[src/rtl/sign_extend_pkg.sv]
// -----------------------------------------------------------------------------
// sign_extend_pkg
// Shared definitions for the immediate-extension unit: the extension mode
// encoding, the default field/word widths and the short sub-field width.
// -----------------------------------------------------------------------------
package sign_extend_pkg;

  // Default raw immediate width and datapath word width.
  localparam int IN_W_DEF  = 22;
  localparam int OUT_W_DEF = 32;

  // Width of the narrow sub-field used by the 16-bit modes.
  localparam int SHORT_W   = 16;

  // Extension mode as presented on the 2-bit mode input.
  typedef enum logic [1:0] {
    SEXT22      = 2'd0,  // sign-extend full field
    ZEXT22      = 2'd1,  // zero-extend full field
    SEXT16      = 2'd2,  // sign-extend low 16 bits
    SEXT16_SHL2 = 2'd3   // sign-extend low 16 bits, then shift left by 2
  } ext_mode_e;

endpackage : sign_extend_pkg

[src/rtl/sign_extend_core.sv]
// -----------------------------------------------------------------------------
// sign_extend_core
// Stateless mode mux that widens an IN_W immediate to an OUT_W word.
//
// Ports
//   mode    in  2      extension mode (sign_extend_pkg::ext_mode_e encoding)
//   imm_in  in  IN_W   raw immediate field
//   ext_out out OUT_W  extended value (combinational)
//
// IN_W must be at least SHORT_W and OUT_W must exceed IN_W.
// -----------------------------------------------------------------------------
module sign_extend_core
  import sign_extend_pkg::*;
#(
  parameter int IN_W  = IN_W_DEF,
  parameter int OUT_W = OUT_W_DEF
) (
  input  logic [1:0]       mode,
  input  logic [IN_W-1:0]  imm_in,
  output logic [OUT_W-1:0] ext_out
);

  ext_mode_e        mode_s;
  logic [OUT_W-1:0] sext_full_s;
  logic [OUT_W-1:0] zext_full_s;
  logic [OUT_W-1:0] sext_short_s;
  logic [OUT_W-1:0] sext_short_shl_s;
  logic [OUT_W-1:0] ext_s;

  assign mode_s = ext_mode_e'(mode);

  // All four candidates are built in parallel; the mux below only selects.
  assign sext_full_s  = {{(OUT_W-IN_W){imm_in[IN_W-1]}}, imm_in};
  assign zext_full_s  = {{(OUT_W-IN_W){1'b0}}, imm_in};
  assign sext_short_s = {{(OUT_W-SHORT_W){imm_in[SHORT_W-1]}}, imm_in[SHORT_W-1:0]};

  // Branch-offset form: the two top bits of the short result fall off the
  // end, which is the intended truncation to the word width.
  assign sext_short_shl_s = {sext_short_s[OUT_W-3:0], 2'b00};

  // Select the extension requested for this sample.
  always_comb begin
    ext_s = {OUT_W{1'b0}};
    case (mode_s)
      SEXT22:      ext_s = sext_full_s;
      ZEXT22:      ext_s = zext_full_s;
      SEXT16:      ext_s = sext_short_s;
      SEXT16_SHL2: ext_s = sext_short_shl_s;
      default:     ext_s = {OUT_W{1'b0}};
    endcase
  end

  assign ext_out = ext_s;

endmodule : sign_extend_core

[src/rtl/sign_extend.sv]
// -----------------------------------------------------------------------------
// sign_extend
// Registered immediate-extension unit between decode and the ALU operand mux.
// Each accepted input produces its extended value one clock later.
//
// Ports
//   clk       in  1      rising-edge clock
//   rst_n     in  1      asynchronous active-low reset
//   in_valid  in  1      mode/imm_in are valid this cycle
//   mode      in  2      extension mode (sign_extend_pkg::ext_mode_e)
//   imm_in    in  IN_W   raw immediate field
//   out_valid out 1      imm_out holds a new result this cycle
//   imm_out   out OUT_W  extended immediate (held while no new result)
// -----------------------------------------------------------------------------
module sign_extend
  import sign_extend_pkg::*;
#(
  parameter int IN_W  = IN_W_DEF,
  parameter int OUT_W = OUT_W_DEF
) (
  input  logic             clk,
  input  logic             rst_n,
  input  logic             in_valid,
  input  logic [1:0]       mode,
  input  logic [IN_W-1:0]  imm_in,
  output logic             out_valid,
  output logic [OUT_W-1:0] imm_out
);

  logic [OUT_W-1:0] ext_s;
  logic [OUT_W-1:0] imm_out_r;
  logic             out_valid_r;

  sign_extend_core #(
    .IN_W  (IN_W),
    .OUT_W (OUT_W)
  ) u_core (
    .mode    (mode),
    .imm_in  (imm_in),
    .ext_out (ext_s)
  );

  // Output stage: capture on valid, otherwise hold the data and drop valid.
  always_ff @(posedge clk or negedge rst_n) begin
    if (!rst_n) begin
      imm_out_r   <= {OUT_W{1'b0}};
      out_valid_r <= 1'b0;
    end else if (in_valid) begin
      imm_out_r   <= ext_s;
      out_valid_r <= 1'b1;
    end else begin
      imm_out_r   <= imm_out_r;
      out_valid_r <= 1'b0;
    end
  end

  assign imm_out   = imm_out_r;
  assign out_valid = out_valid_r;

endmodule : sign_extend

[config.mk]
export PLATFORM = sky130hd
export DESIGN_NAME = sign_extend
export DESIGN_NICKNAME = d
export VERILOG_FILES = /design/src/rtl/sign_extend_pkg.sv /design/src/rtl/sign_extend_core.sv /design/src/rtl/sign_extend.sv
export SDC_FILE = /design/constraint.sdc
export NUM_CORES = 1
export LEC_CHECK = 0
export ABC_AREA = 0
export CAP_MARGIN = 20
export CORE_MARGIN = 2
export CORE_UTILIZATION = 30
export CTS_BUF_LIST = sky130_fd_sc_hd__clkbuf_8
export CTS_CLUSTER_DIAMETER = 30
export DETAILED_ROUTE_END_ITERATION = 12
export GPL_ROUTABILITY_DRIVEN = 0
export GPL_TIMING_DRIVEN = 0
export PLACE_DENSITY = 0.62
export SYNTH_ARGS = -nofsm -noshare
export SYNTH_HDL_FRONTEND = slang
export SYNTH_SLANG_ARGS = --single-unit
[constraint.sdc]
create_clock -name clk -period 1.3 [get_ports clk]
set_input_delay 0.26 -clock clk [delete_from_list [all_inputs] [get_ports clk]]
set_output_delay 0.26 -clock clk [all_outputs]
set_load 0.02 [all_outputs]
Yosys cells after proc, flatten, opt, wreduce, memory -nomap -nowiden
Cells that the tools add are included.

cells by class
  equality and inequality tests = 3
  multiplexer cells = 2
  reductions and logical operators = 1

operator list
  kind                number
  $pmux 32 s4         1
  $eq 2x2->1 const B  2
  $eq 2x1->1 const B  1
  $logic_not 2->1     1
  $mux 1              1

word-level totals
  bits of input ports = 27
  logic and storage cells = 8
  bits in registers = 33
  output and inout bits = 33

Longest topological paths before layout
  word-level depth = 2
  mapped depth = 5
  mapped depth without buffers = 2

Hierarchy
A second synthesis with hierarchy kept.

unflattened totals
  cell total of the unflattened synthesis = 112
  area total of the unflattened synthesis = 1,744.2 µm²

by module, submodules not included
  module            area each (µm²)  cells each  sequential area each (µm²)  instances
  sign_extend       1,370.1          69          825.8                       1
  sign_extend_core  374.1            43          0.0                         1

Least setup slack after synthesis
No wires, ideal clock.

  kind = flip-flop to output port
  start point = register imm_out[30] (netlist name)
  end point = output port imm_out[23]
  arrival time = 776 ps
  slack = 264 ps
  stages on the path, launching flop included = 2
  buffers on the path = 1
  required time = 1,040 ps
  path through = dfrtp_1 -> buf_4

RTL lines
  element    RTL line           text
  to (decl)  sign_extend.sv:27  output logic [OUT_W-1:0] imm_out

==> reports/qor.yml <==
cts:
  cts_num_sinks: 24
  cts_tree: "done"
  cts_buffers: 3
  cts.clk_slew.worst_paths_ns: 0.09
  cts_hold_buf: 0
  clk_path_buf_depth: 2
  cts_max_level: 1
  cts-root-buf: "clkbuf_8"
  worst_skew_pair.late_latency_ns: 0.26
timing:
  worst_slack_ns: -0.122
  period_share_pct: 109
  finClkSkew_ns: 0
  hold_violations: 0
  rsz0062_at_grt: "true"
  setup_viol: 9
  drv_slew: 0
  min_period_ns: 1.42
  timing.fmax_ghz: 0.703
  maxSlewHeadroom_pct: 72.0
  worst_pin_slew_ns: 0.420
placement:
  dp_cells: 241
  port_buffers: 58
  dp_slack_ns: -0.340
  dp_hpwl_mm: 2.65
logic_synthesis:
  synthArstFlopShare_pct: 100
  synth_common_cells: "dfrtp_1, nand2_1, inv_1"
  synth_edf_count: 0
  syn_inst: 133
  ys.flop_type: "dfrtp_1"
  yosys_warnings: 0
  synth_top_area_cell: "dfrtp_1"
  synth_cell_types: 19
  syn-num-nets: 160
  netlist.area_leader.share_pct: 46.5
  synth_most_common_cell: "dfrtp_1"
  syn_area_sq_um: 1290
  ys_ff_latch: 24
  yosys-top-cells-area: "dfrtp_1, o221ai_2, nand4_1, buf_4, nand2_1"
  ys_seq_area_share_pct: 46.5
  syn_area_per_cell_sq_um: 9.71
routing:
  wirelength_mm: 3.68
  drc_errors: 0
  drtAntennaViolNets: 0
  viasPerCell: 4.95
  wl_per_cell_microns: 14.8
  drt_iter0_markers: 86
  drt-pass1-iter-count: 4
  routed-via-count: 1232
pwr:
  power.internal_mw: 1.47
  seq_power_share_pct: 40.5
  p_leak_nw: 0.950
  p_comb_share_pct: 34.9
  powerDensity_nw_per_um2: 1030
  ir_drop_v: 0.000463
  switching_power_mw: 0.674
  total_power_mw: 2.14
  switching_share_pct: 31.5
  clkPwrFrac_pct: 24.6
cells_and_area:
  drive_above_1_share_pct: 25.1
  fin_cells: 249
  nets: 227
  antenna_cells: 0
  area_growth_syn_to_layout_pct: 60.5
global_route:
  grt_use_total_pct: 16.1
  grt_max_degree: 25
  antenna_found_initial: 0
  grt_overflow: 0
  grt_pass1_wl_mm: 6.30
  grt_pass1_vias: 1274
worst_setup_path:
  path_max_fanout: 5
  crit_required_ns: 1.04
  start_kind: "register"
  r2r_slack_ns: 0.38
  r2r_end: "imm_out[30]"
  crit_type: "register to output pin"
  worst_ep_arrival_time_ns: 1.16
  end_kind: "output pin"
  r2r-start: "imm_out[30]"
  reg2regPathDepth: 4
status:
  violations: "negative setup slack"
  status: "complete, but fails checks"
die:
  die_h_microns: 69.6
  io_pins: 60
  core_sq_um: 4060
  dieArea_sq_um: 4840
  rows: 23
  die_width_microns: 69.6
  initial_core_util_pct: 31.8
run:
  maxCapViolations: 0
worst_hold_path:
  hold_class: "input pin to async pin"
cell type report:
| class | count | area [sq um] |
|---|---|---|
| plain buffers | 19 | 158 |
| clock buffers | 4 | 55.1 |
| fillers | 368 | 1990 |
| inverters | 16 | 60.1 |
| multi-input cells | 71 | 483 |
| flip-flops and latches | 24 | 602 |
| well taps | 50 | 62.6 |
| repair buffers | 65 | 652 |
power by group through the flow:
stage | registers [mW] | clock network (mW) | logic [mW]
after floorplan | 0.988 | 0 | 0.265
after global placement | 0.890 | 0 | 0.723
after detailed placement | 0.892 | 0 | 0.731
after CTS | 0.868 | 0.534 | 0.758
after global routing | 0.879 | 0.562 | 0.804
final | 0.867 | 0.526 | 0.747
state kept, by name, indices dropped and copies added (netlist names):
| signal | flops |
|---|---|
| imm_out | 23 |
| out_valid | 1 |
worst max-delay path, cell delays in order, from the launching register on:
cell and delay (ns):
dfrtp_2 0.43, buf_6 0.14, buf_6 0.11, buf_6 0.10, buf_6 0.12
routing by layer:
metal | vias to the layer above | track usage, % | share of wire [%]
met1 | 592 | 21.9 | 43
met3 | 2 | 3.05 | 5.8
li1 | 591 | - | -
met2 | 47 | 26.2 | 50
met4 | 0 | 4.58 | 0.73
met5 | - | 0 | 0
per-stage QoR:
| stage | utilization [%] | area, sq um | hold slack (ns) | setup TNS, ns |
|---|---|---|---|---|
| floorplan | - | 1290 | -0.0356 | 0 |
| global placement | 47.7 | 1930 | 0.515 | -14.44 |
| detailed placement | 47.7 | 1930 | 0.520 | -16.45 |
| CTS | 50.8 | 2060 | 0.300 | -0.677 |
| global route | 51.1 | 2070 | 0.0451 | -0.665 |
| finish | 51.1 | 2070 | 0.0151 | -0.343 |
cells in the final DEF, fill, tap and decap left out, drive strengths merged:
master,n
dlygate4sd2,24
dfrtp,24
buf,32
a31oi,6
nor2,6
nand4,14
or3b,1
nand3b,1
inv,16
o221ai,14
and2,1
mux2i,1
nand2,18
nand2b,6
o211ai,1
clkbuf,8
o22ai,2
clkdlybuf4s50,24
cells by family (layout without fill, tap and decap cells):
group,count (synthesis),after routing,synth area share (%)
buffers and inverters,38,104,16.3
muxes,1,1,0.775
DFF,24,24,46.5
and+or+nand+nor,47,47,18.6
AOI/OAI and AO/OA,23,23,17.8
how the worst max path moves through the flow:
stage	startpoint	end	slack, ns
after floorplan	imm_out[30]	imm_out[23]	0.26
after CTS	imm_out[30]	imm_out[25]	-0.12
final	imm_out[30]	imm_out[25]	-0.12
after global routing	imm_out[30]	imm_out[25]	-0.16
after detailed placement	in_valid	imm_out[5]	-0.34
after global placement	rst_n	imm_out[4]	-0.30
what timing repair did:
item	4_1_cts	5_1_grt
pin swaps	0	0
gates resized for setup	97	8
endpoints found under the setup margin	67	27
buffers inserted	6	0
No activity file was read; power rests on OpenSTA's default activity.
